### src/rtl/lsu_issue_queue.sv
// Out-of-order LSU issue queue: age-matrix oldest-eligible select with conservative memory ordering.
// Define LSU_IQ_LOAD_BYPASS_EN to let ready loads pass older not-ready loads; otherwise all ops issue in order.
module lsu_issue_queue #(
    parameter int DEPTH      = 8,
    parameter int ROB_WIDTH  = 4,
    parameter int PREG_WIDTH = 7,
    parameter int DATA_WIDTH = 32
) (
    input  logic                    clk,
    input  logic                    reset,
    input  logic                    i_disp_valid,
    output logic                    o_disp_ready,
    input  logic                    i_disp_memwrite,
    input  logic [3:0]              i_disp_alu_op,
    input  logic [DATA_WIDTH-1:0]   i_disp_offset,
    input  logic [PREG_WIDTH-1:0]   i_disp_prs1,
    input  logic [PREG_WIDTH-1:0]   i_disp_prs2,
    input  logic                    i_disp_prs1_rdy,
    input  logic                    i_disp_prs2_rdy,
    input  logic [PREG_WIDTH-1:0]   i_disp_prd,
    input  logic [ROB_WIDTH-1:0]    i_disp_rob_tag,
    input  logic                    i_wb0_valid,
    input  logic [PREG_WIDTH-1:0]   i_wb0_prd,
    input  logic                    i_wb1_valid,
    input  logic [PREG_WIDTH-1:0]   i_wb1_prd,
    output logic                    o_iss_valid,
    input  logic                    i_lsu_ready,
    output logic                    o_iss_memwrite,
    output logic [3:0]              o_iss_alu_op,
    output logic [DATA_WIDTH-1:0]   o_iss_offset,
    output logic [PREG_WIDTH-1:0]   o_iss_prs1,
    output logic [PREG_WIDTH-1:0]   o_iss_prs2,
    output logic [PREG_WIDTH-1:0]   o_iss_prd,
    output logic [ROB_WIDTH-1:0]    o_iss_rob_tag,
    input  logic                    branch_mispredict,
    input  logic [ROB_WIDTH-1:0]    branch_rob_tag,
    output logic [$clog2(DEPTH):0]  o_count
);
    localparam int CW = $clog2(DEPTH) + 1;
    localparam logic [CW-1:0] FULL_CNT = CW'(DEPTH);

    logic [DEPTH-1:0]      valid, memwrite, rdy1, rdy2;
    logic [3:0]            alu_op [DEPTH];
    logic [DATA_WIDTH-1:0] offset [DEPTH];
    logic [PREG_WIDTH-1:0] prs1   [DEPTH];
    logic [PREG_WIDTH-1:0] prs2   [DEPTH];
    logic [PREG_WIDTH-1:0] prd    [DEPTH];
    logic [ROB_WIDTH-1:0]  rob    [DEPTH];
    // age[i][j] = 1 means entry j is older than entry i
    logic [DEPTH-1:0]      age    [DEPTH];

    logic [DEPTH-1:0] elig, sel, kill, free_oh;
    logic             disp_keep, issue_fire;

    function automatic logic is_younger(input logic [ROB_WIDTH-1:0] tag,
                                        input logic [ROB_WIDTH-1:0] br);
        logic [ROB_WIDTH-1:0] d;
        d = tag - br;
        return (d != {ROB_WIDTH{1'b0}}) && !d[ROB_WIDTH-1];
    endfunction

    function automatic logic wake(input logic [PREG_WIDTH-1:0] tag);
        return (i_wb0_valid && (i_wb0_prd == tag)) || (i_wb1_valid && (i_wb1_prd == tag));
    endfunction

    // Per-entry eligibility under the memory ordering rules
    always_comb begin
        elig = {DEPTH{1'b0}};
        for (int i = 0; i < DEPTH; i++) begin
            if (memwrite[i]) begin
                elig[i] = valid[i] & rdy1[i] & rdy2[i] & ~|(age[i] & valid);
            end else begin
`ifdef LSU_IQ_LOAD_BYPASS_EN
                elig[i] = valid[i] & rdy1[i] & ~|(age[i] & valid & memwrite);
`else
                elig[i] = valid[i] & rdy1[i] & ~|(age[i] & valid);
`endif
            end
        end
    end

    // Oldest eligible entry: no older entry is also eligible (one-hot)
    always_comb begin
        sel = {DEPTH{1'b0}};
        for (int i = 0; i < DEPTH; i++) begin
            sel[i] = elig[i] & ~|(age[i] & elig);
        end
    end

    // Issue port mux, occupancy, free slot and kill mask
    always_comb begin
        o_iss_valid    = |elig;
        o_iss_memwrite = 1'b0;
        o_iss_alu_op   = 4'd0;
        o_iss_offset   = {DATA_WIDTH{1'b0}};
        o_iss_prs1     = {PREG_WIDTH{1'b0}};
        o_iss_prs2     = {PREG_WIDTH{1'b0}};
        o_iss_prd      = {PREG_WIDTH{1'b0}};
        o_iss_rob_tag  = {ROB_WIDTH{1'b0}};
        o_count        = {CW{1'b0}};
        free_oh        = {DEPTH{1'b0}};
        kill           = {DEPTH{1'b0}};
        issue_fire     = (|elig) & i_lsu_ready;
        for (int i = 0; i < DEPTH; i++) begin
            if (sel[i]) begin
                o_iss_memwrite = memwrite[i];
                o_iss_alu_op   = alu_op[i];
                o_iss_offset   = offset[i];
                o_iss_prs1     = prs1[i];
                o_iss_prs2     = prs2[i];
                o_iss_prd      = prd[i];
                o_iss_rob_tag  = rob[i];
            end else begin
                o_iss_memwrite = o_iss_memwrite;
            end
            o_count = o_count + CW'(valid[i]);
            if (!valid[i] && (free_oh == {DEPTH{1'b0}})) begin
                free_oh[i] = 1'b1;
            end else begin
                free_oh[i] = 1'b0;
            end
            kill[i] = (issue_fire & sel[i]) |
                      (branch_mispredict & valid[i] & is_younger(rob[i], branch_rob_tag));
        end
        o_disp_ready = (o_count < FULL_CNT);
        disp_keep    = i_disp_valid & o_disp_ready &
                       ~(branch_mispredict & is_younger(i_disp_rob_tag, branch_rob_tag));
    end

    // Entry state: dispatch write, wakeup capture, issue/flush free, age column clear
    always_ff @(posedge clk) begin
        if (reset) begin
            valid    <= {DEPTH{1'b0}};
            memwrite <= {DEPTH{1'b0}};
            rdy1     <= {DEPTH{1'b0}};
            rdy2     <= {DEPTH{1'b0}};
            for (int i = 0; i < DEPTH; i++) begin
                alu_op[i] <= 4'd0;
                offset[i] <= {DATA_WIDTH{1'b0}};
                prs1[i]   <= {PREG_WIDTH{1'b0}};
                prs2[i]   <= {PREG_WIDTH{1'b0}};
                prd[i]    <= {PREG_WIDTH{1'b0}};
                rob[i]    <= {ROB_WIDTH{1'b0}};
                age[i]    <= {DEPTH{1'b0}};
            end
        end else begin
            for (int i = 0; i < DEPTH; i++) begin
                if (disp_keep && free_oh[i]) begin
                    valid[i]    <= 1'b1;
                    memwrite[i] <= i_disp_memwrite;
                    alu_op[i]   <= i_disp_alu_op;
                    offset[i]   <= i_disp_offset;
                    prs1[i]     <= i_disp_prs1;
                    prs2[i]     <= i_disp_prs2;
                    prd[i]      <= i_disp_prd;
                    rob[i]      <= i_disp_rob_tag;
                    rdy1[i]     <= i_disp_prs1_rdy | wake(i_disp_prs1);
                    rdy2[i]     <= i_disp_memwrite ? (i_disp_prs2_rdy | wake(i_disp_prs2)) : 1'b1;
                    age[i]      <= valid & ~kill;
                end else begin
                    if (kill[i]) begin
                        valid[i] <= 1'b0;
                    end
                    rdy1[i] <= rdy1[i] | wake(prs1[i]);
                    rdy2[i] <= rdy2[i] | wake(prs2[i]);
                    age[i]  <= age[i] & ~kill;
                end
            end
        end
    end
endmodule

### config.mk
export PLATFORM = sky130hd
export DESIGN_NAME = lsu_issue_queue
export DESIGN_NICKNAME = d
export VERILOG_FILES = /design/src/rtl/lsu_issue_queue.sv
export SDC_FILE = /design/constraint.sdc
export NUM_CORES = 1
export LEC_CHECK = 0
export CAP_MARGIN = 20
export CORE_ASPECT_RATIO = 1.75
export CORE_UTILIZATION = 50
export DETAILED_ROUTE_END_ITERATION = 7
export PLACE_DENSITY = 0.68
export SLEW_MARGIN = 20
export SYNTH_ARGS = -nofsm -noshare
export SYNTH_HDL_FRONTEND = slang
export SYNTH_SLANG_ARGS = --single-unit
export TNS_END_PERCENT = 10
### constraint.sdc
create_clock -name clk -period 6.7 [get_ports clk]
set_input_delay 1.005 -clock clk [delete_from_list [all_inputs] [get_ports clk]]
set_output_delay 1.005 -clock clk [all_outputs]
set_load 0.01 [all_outputs]
# Word-level counts from Yosys, hierarchy flattened
# Memory sizes are Yosys's and may differ from the RTL's.
# Cells that the tools add are included.
[word_totals] regBits=32 mem_bits_rw=552 word_cells=632 mem_count=7
[memory_table] memory="offset" depth=8 width=32 rd=8 rd_clocked_by_memory_dff=0 wr=8 line_no="44" source="logic [DATA_WIDTH-1:0] offset [DEPTH];"
[memory_table] memory="age" depth=8 width=8 rd=8 rd_clocked_by_memory_dff=0 wr=8 line_no="50" source="logic [DEPTH-1:0] age [DEPTH];"
[memory_table] memory="prd" depth=8 width=7 rd=8 rd_clocked_by_memory_dff=0 wr=8 line_no="47" source="logic [PREG_WIDTH-1:0] prd [DEPTH];"
[memory_table] memory="prs1" depth=8 width=7 rd=8 rd_clocked_by_memory_dff=0 wr=8 line_no="45" source="logic [PREG_WIDTH-1:0] prs1 [DEPTH];"
[memory_table] memory="prs2" depth=8 width=7 rd=8 rd_clocked_by_memory_dff=0 wr=8 line_no="46" source="logic [PREG_WIDTH-1:0] prs2 [DEPTH];"
[memory_table] memory="alu_op" depth=8 width=4 rd=8 rd_clocked_by_memory_dff=0 wr=8 line_no="43" source="logic [3:0] alu_op [DEPTH];"
[memory_table] memory="+1 memories"
[op_classes] n_addsub=16 n_lt_le_gt_ge=1 n_eq_ne=36 muxes=219 bitwise_logic=185 n_reduce_logical=150
[ops] op="$mux 32" n=16
[ops] op="$mux 7" n=48
[ops] op="$eq 7x7->1" n=36
[ops] op="$and 8x8->8" n=25
[ops] op="$reduce_or 8->1" n=17
[ops] op="$mux 4" n=32
[ops] op="$mux 8" n=16
[ops] op="$mux 1" n=107
[ops] op="$or 1x1->1" n=90
[ops] op="$and 1x1->1" n=68
[ops] op="$logic_and 1x1->1" n=60
[ops] op="$reduce_bool 4->1" n=9
[ops] op="$sub 4x4->4" n=9
[ops] op="$logic_not 1->1" n=32
[ops] op="$logic_or 1x1->1" n=18
[ops] op="$add 4x1->4" n=4
[ops] op="$reduce_bool 2->1" n=8
[ops] op="$not 8->8" n=1
[ops] op="$logic_not 7->1" n=1
[ops] op="$logic_not 6->1" n=1
[ops] op="$logic_not 5->1" n=1
[ops] op="$add 3x1->4" n=1
[ops] op="$logic_not 4->1" n=1
[ops] op="$lt 4x4->1 const B" n=1
[ops] op="other kinds (5)" n=5

# Logic depth before layout (Yosys ltp)
# Gate-level depths: netlist of run 1.
[logic_depth] depth_word=27 mapped_depth=14 depth_no_buf=12

# Worst setup path after synthesis of run 1
# No wires, ideal clock.
[synth_timing] path_kind="flip-flop to flip-flop" start="register valid[0]" end="memory alu_op[7][0] (netlist: alu_op[1][12]), enable pin" setup_time_ps=429 t_arrival_ps=4745 t_required_ps=6271 setup_slack_ps=1526 stages_incl_launch_ff=13 n_path_buf=1 period_less_slack_ps=5174 path_cell_list="dfxtp_1 > fa_1 > inv_1 > fa_1 > fa_1 > inv_1 > ha_1 > a21o_1 > nand2_1 > o311ai_2 > or4b_2 > clkbuf_1 > nand2b_1"
[synth_lines] element="start: declaration" line_no="42" source="logic [DEPTH-1:0] valid, memwrite, rdy1, rdy2;"
[synth_lines] element="start signal: assignment" line_no="133" source="valid <= {DEPTH{1'b0}};"
[synth_lines] element="end: declaration" line_no="43"

# Worst setup path in the final report of run 1
[layout_timing] start="register valid[5]" end="output o_iss_prs1[1]"
[layout_via] elab_chain_len=17 word_cells_on_any_way=90 classes_between="mux: 16; bitwise: 42; reduce/logical: 32"
[layout_lines] element="$and 8x8->8" line_no="71, 76"
[layout_lines] element="$reduce_or 8->1" line_no="71, 76"
[layout_lines] element="$logic_not 1->1" line_no="71, 76"
[layout_lines] element="$and 1x1->1 (on tied branches)" line_no="76, 71"
[layout_lines] element="$mux 1" line_no="70" source="if (memwrite[i]) begin"
[layout_lines] element="$and 8x8->8" line_no="86" source="sel[i] = elig[i] & ~|(age[i] & elig);"
[layout_lines] element="$reduce_or 8->1" line_no="86"
[layout_lines] element="$logic_not 1->1" line_no="86"
[layout_lines] element="$and 1x1->1" line_no="86"
[layout_lines] element="$mux 7 (7 in a row)" line_no="105" source="if (sel[i]) begin"
[layout_lines] element="$mux 7 *" line_no="105"
[layout_lines] element="end: declaration" line_no="31" source="output logic [PREG_WIDTH-1:0] o_iss_prs1,"
# Mark *: on every way between the ends. The rest lies on a longest branch, timed or not.

==> impl_metrics.tcl, run 1 <==
set metrics [dict create \
    cp.depth 7 \
    end_kind "output port" \
    rsz0062_at_grt "false" \
    fmax_mhz 177 \
    cts_buffers 52 \
    cellPowerDensity_mw_per_mm2 246 \
    worstHoldPathType "reg -> reg" \
    drive_gt1_share_pct 6.01 \
    min_to "memwrite[7]$_SDFFE_PP0P_" \
    antenna_found_initial 0 \
    dieWidth_um 186 \
    grt_max_degree 76 \
    post_cts_buffers 0 \
    avgSynthCellArea_um2 10.8 \
    arrival_ps 4660 \
    drt_first_iter_violations 2082 \
    hold_viol 0 \
    synth_cell_types 58 \
    slowest_delay_ps 850 \
    hpwl_mm 58.9 \
    cts.repair.resized 0 \
    cpMaxStageDelayCell "dfxtp_1" \
    ff_latch_area_mm2 0.0172 \
    antenna_cells 0 \
    yosys_register_bits 584 \
    crit_path_start_kind "flip-flop" \
    ios 157 \
    hold_ws_ps 481 \
    drtAntennaViolNets 0 \
    remaining_drc_errors 0 \
    root_buffer "clkbuf_16" \
    slew_headroom_pct 20.2 \
    placed_cells 3608 \
    reg2reg_to "prd[1][22]$_DFFE_PP_" \
    routed_wl_mm 94.3 \
    crit_family "buffers and inverters" \
    cts.sinks 584 \
    post_dp_cell_area_mm2 0.0323 \
    regToRegSetupSlack_ps 1350 \
    dr.pass1.iters 5 \
    ctsHoldBuffers 0 \
    synthArstFlopShare_pct 0 \
    setup_violations 0 \
    synth_area_mm2 0.0298 \
    multi_input_area_mm2 0.0116 \
    grt.total_usage_pct 30.9 \
    r2r_cells 12 \
    core-area_mm2 0.0591 \
    hold_path_depth 2 \
    worst_slew_pin_slew_ps 1190 \
    min-delay-start "memwrite[7]$_SDFFE_PP0P_" \
    tns_ps 0 \
    die_area_mm2 0.0606 \
    cp_max_fo 63 \
    path_cells "nand2_1, nor4_4, buf_4, nand3_1, a31oi_1, a311o_1, clkdlybuf4s50_1" \
    skew_ps 23.8 \
    grt_pass1_wl_mm 141 \
    clock_latency_ps 610 \
    min_period_over_period_pct 84.6 \
    mostFrequentLayoutCells "552 x edfxtp_1, 484 x nor2_1, 242 x nand2_1, 219 x xnor2_1, 155 x clkdlybuf4s50_1" \
    synth_edf_count 552 \
    cts.htree.levels 2 \
    synth_seq_area_share_pct 57.8 \
    required_ps 5690 \
    utilization_pct 57.8 \
    start_util_pct 50.4 \
    yosys_warnings 0 \
    status "completed" \
    placementRows 118 \
    wl_per_cell_um 25.4 \
    nets 3019 \
    grt_overflow 0 \
    port_buffers 156 \
    r2r-start "valid[0]$_SDFFE_PP0P_" \
    syn_inst 2764 \
    design_area_mm2 0.0341 \
    fillers 4957 \
    cp_num_buf_inv 2 \
    final_common_cell "edfxtp_1" \
    p_leak_uw 0.0119 \
    syn_to_final_growth_pct 14.6 \
    vias 22600 \
    vias_per_cell 6.09 \
    fp.dieH_um 325 \
    clock_path_buffers 3 \
    peakVddDrop_v 0.000204 \
    crit_type "reg -> out" \
    gp_congestion 0.953 \
    final_cells 3707 \
    path_clk_slew_ps 60 \
    max_cap_violations 0 \
    ys.flop_type "edfxtp_1" \
    min_period_ps 5670 \
    cts_tree "yes" \
    drv_slew 0 \
    grt_pass1_vias 23100 \
]
==> layer usage <==
layer | vias to the layer above | global-route usage, % | wire, µm
li1 | 9949 | - | -
met2 | 1111 | 54.1 | 48100
met5 | - | 0 | 0
met3 | 327 | 4.57 | 6450
met4 | 0 | 22.5 | 7180
met1 | 11200 | 34.1 | 32600
==> kinds of logic after synthesis <==
logic type	share of synthesized area, %
simple gates	17.1
flops	57.8
compound gates	10.1
buf+inv	4.43
xor+xnor	8.21
fa+ha+maj	2.22
mux	0.134
other cells	0.0126
==> final cells by class <==
class	instances	area share, %
Tap cell	780	2.86
Sequential cell	584	50.5
Timing Repair Buffer	218	6.17
Clock inverter	34	1.40
Multi-Input combinational cell	1920	34.0
Clock buffer	62	3.92
Inverter	109	1.20
==> flip-flops by register name, indices dropped and copies added (netlist names) <==
signal and flops:
prs1 56, offset 256, memwrite 8, prd 56, valid 8, rdy2 8, age 64, prs2 56
rdy1 8, rob 32, alu_op 32
==> power by group <==
group          switching, µW  total [µW]  internal (µW)
Sequential               138        4370           4230
Clock                   1400        3230           1830
Combinational            492         787            295
Total                   2030        8380           6350
==> worst reg2reg max path, cell delays in order, from the launching register on <==
cell and delay, ps:
dfxtp_1 920, fa_1 540, inv_1 80, fa_1 430, fa_1 490, inv_1 40
ha_1 190, a21o_1 180, nand2_1 150, o311ai_2 120, buf_4 230, or4b_2 790
nand2b_4 780
==> per-stage QoR <==
stage	total power (µW)	setup WS [ps]
final	8380	1030
after global routing	8600	960
after CTS	8380	1150
after detailed placement	5220	1380
after global placement	5190	1390
after floorplan	4880	1530
==> synthesized netlist by cell type, types with 16 or more instances <==
cell      instances  area share [%]
ha_1             32             1.3
inv_1           109             1.4
nor2_1          485             6.1
a22oi_1          19            0.48
nand3_1         138             2.3
xor2_1           60             1.8
a311o_1          61             2.1
clkbuf_1        124             1.6
xnor2_1         219             6.4
a221o_1          63             2.1
nor4_1           17            0.36
nand2_1         243             3.1
nand2b_1        135             2.8
a21oi_1         118             2.0
buf_1            19            0.24
dfxtp_1          32             2.2
buf_2            65             1.1
edfxtp_1        552              56
a31oi_1          64             1.3
a211oi_1         16            0.40
nand4_1          59             1.2
==> worst max-delay path by stage <==
stage	from	end	slack, ps
after floorplan	valid[0]$_SDFFE_PP0P_	alu_op[1][12]$_DFFE_PP_	1530
after global placement	valid[0]$_SDFFE_PP0P_	offset[1][103]$_DFFE_PP_	1390
after detailed placement	valid[0]$_SDFFE_PP0P_	offset[1][102]$_DFFE_PP_	1380
after CTS	valid[0]$_SDFFE_PP0P_	o_iss_alu_op[3]	1150
after global routing	valid[6]$_SDFFE_PP0P_	o_iss_prs1[1]	960
final	valid[5]$_SDFFE_PP0P_	o_iss_prs1[1]	1030
No activity file was read; power rests on OpenSTA's default activity.
==> run 2: changes to the inputs <==
--- a/config.mk
+++ b/config.mk
@@ -9,7 +9,7 @@
 export CORE_ASPECT_RATIO = 1.75
 export CORE_UTILIZATION = 50
 export DETAILED_ROUTE_END_ITERATION = 7
-export PLACE_DENSITY = 0.68
+export PLACE_DENSITY = 0.71
 export SLEW_MARGIN = 20
 export SYNTH_ARGS = -nofsm -noshare
 export SYNTH_HDL_FRONTEND = slang
==> constraint.sdc (replaced) <==
create_clock -name clk -period 5.2 [get_ports clk]
set_input_delay 0.78 -clock clk [delete_from_list [all_inputs] [get_ports clk]]
set_output_delay 0.78 -clock clk [all_outputs]
set_load 0.01 [all_outputs]
==> run 2 against run 1 <==
Worst setup slack got worse by 780 ps. Clock skew fell by 4.8 ps. Non-clock buffer count is 34 higher. Die area stayed put. Sequential cell count unchanged. Hold slack got worse by 2.1 ps. Critical path type unchanged. Critical endpoint is now o_iss_prs1[6].
==> impl_metrics.tcl, run 2 (synthesis results as in run 1) <==
set metrics [dict create \
    final_common_cell "edfxtp_1" \
    grt_max_degree 71 \
    skew_ps 19.0 \
    cts_tree "yes" \
    grt_pass1_vias 23600 \
    hpwl_mm 60.5 \
    dr.pass1.iters 6 \
    arrival_ps 4170 \
    syn_to_final_growth_pct 15.3 \
    hold_viol 0 \
    drtAntennaViolNets 0 \
    drv_slew 0 \
    ios 157 \
    crit_type "reg -> out" \
    min_period_over_period_pct 95.2 \
    r2r-start "valid[0]$_SDFFE_PP0P_" \
    regToRegSetupSlack_ps 760 \
    peakVddDrop_v 0.000313 \
    fp.dieH_um 325 \
    cellPowerDensity_mw_per_mm2 304 \
    cts.sinks 584 \
    utilization_pct 58.1 \
    clock_latency_ps 620 \
    drive_gt1_share_pct 6.79 \
    placementRows 118 \
    dieWidth_um 186 \
    fmax_mhz 202 \
    required_ps 4420 \
    post_cts_buffers 0 \
    vias 23000 \
    path_clk_slew_ps 70 \
    setup_violations 0 \
    routed_wl_mm 94.6 \
    reg2reg_to "rob[1][14]$_DFFE_PP_" \
    remaining_drc_errors 0 \
    worstHoldPathType "reg -> reg" \
    wl_per_cell_um 25.3 \
    cp_max_fo 62 \
    mostFrequentLayoutCells "552 x edfxtp_1, 483 x nor2_1, 242 x nand2_1, 219 x xnor2_1, 153 x clkdlybuf4s50_1" \
    crit_path_start_kind "flip-flop" \
    slew_headroom_pct 22.0 \
    r2r_cells 12 \
    status "completed" \
    core-area_mm2 0.0591 \
    cts.htree.levels 2 \
    regMostFlops "offset" \
    reg.largest.list "offset x256, age x64" \
    port_buffers 156 \
    antenna_found_initial 0 \
    grt.total_usage_pct 31.1 \
    grt_overflow 0 \
    cts_buffers 51 \
    crit_path_start "valid[7]$_SDFFE_PP0P_" \
    cts.repair.resized 0 \
    rsz0062_at_grt "false" \
    root_buffer "clkbuf_16" \
    cp-endpoint "o_iss_prs1[6]" \
    worst_slew_pin_slew_ps 1170 \
    p_leak_uw 0.0120 \
    min_period_ps 4950 \
    die_area_mm2 0.0606 \
    end_kind "output port" \
    max_cap_violations 0 \
    start_util_pct 50.4 \
    gp_congestion 0.937 \
    largest_reg_flops 256 \
    nets 3052 \
    tns_ps 0 \
    ctsHoldBuffers 0 \
    vias_per_cell 6.15 \
    grt_pass1_wl_mm 141 \
    clock_path_buffers 3 \
    fillers 5020 \
    antenna_cells 0 \
    drt_first_iter_violations 2375 \
]
==> run 2: cell count changes in the layout (fill, tap and decap cells not counted), sizes merged <==
cell	before	now
buf	62	99
bufinv	10	4
clkbuf	63	65
clkdlybuf4s50	155	153
clkinvlp	1	3
clkinv	22	23
==> run 2: layout make-up <==
class                      instances  area [µm²]  share of cell area, %
sequential                       584       17200                   50.2
timing repair buffer             252        2520                   7.34
clock buffer                      65        1330                   3.87
multi-input combinational       1920       11600                   33.7
inverter                         109         409                   1.19
clock inverter                    31         289                  0.842
tap                              780         976                   2.84
==> run 2: critical path, stage by stage, from the launching register on <==
cell,delay (ps)
dfxtp_1,560
a22o_1,330
a221oi_1,380
and2_2,240
buf_4,740
nand2_1,120
a31oi_1,250
a311o_1,260
clkdlybuf4s50_1,640
==> run 2: per-stage QoR <==
stage	setup slack [ps]	instance area (µm²)	total power [µW]	hold slack, ps	std cells
after global routing	163	34300	10700	506	3741
final	250	34300	10400	479	3741
after global placement	781	32700	6720	460	3645
after detailed placement	758	32700	6760	469	3645
after floorplan	26.0	30000	6290	444	2827
after CTS	255	34300	10500	478	3741
==> run 2: worst min-delay path by stage <==
stage	start	end	slack, ps	depth (start not counted)
after floorplan	memwrite[2]$_SDFFE_PP0P_	memwrite[2]$_SDFFE_PP0P_	440	2
after global placement	memwrite[4]$_SDFFE_PP0P_	memwrite[4]$_SDFFE_PP0P_	460	2
after detailed placement	memwrite[2]$_SDFFE_PP0P_	memwrite[2]$_SDFFE_PP0P_	470	2
after CTS	memwrite[2]$_SDFFE_PP0P_	memwrite[2]$_SDFFE_PP0P_	480	2
after global routing	memwrite[2]$_SDFFE_PP0P_	memwrite[2]$_SDFFE_PP0P_	510	2
final	memwrite[2]$_SDFFE_PP0P_	memwrite[2]$_SDFFE_PP0P_	480	2
==> run 2: power by group <==
group	switching, µW	total, µW	internal (µW)
clock	1750	3770	2020
combinational	663	1070	407
sequential	159	5610	5450
total	2570	10400	7880
==> run 2: layer usage <==
metal | part of all wire (%) | track usage, % | vias to the layer above
li1 | - | - | 10000
met1 | 35 | 35.0 | 11400
met2 | 51 | 54.7 | 1239
met3 | 7.4 | 4.26 | 360
met4 | 6.9 | 20.5 | 0
met5 | 0 | 0 | -
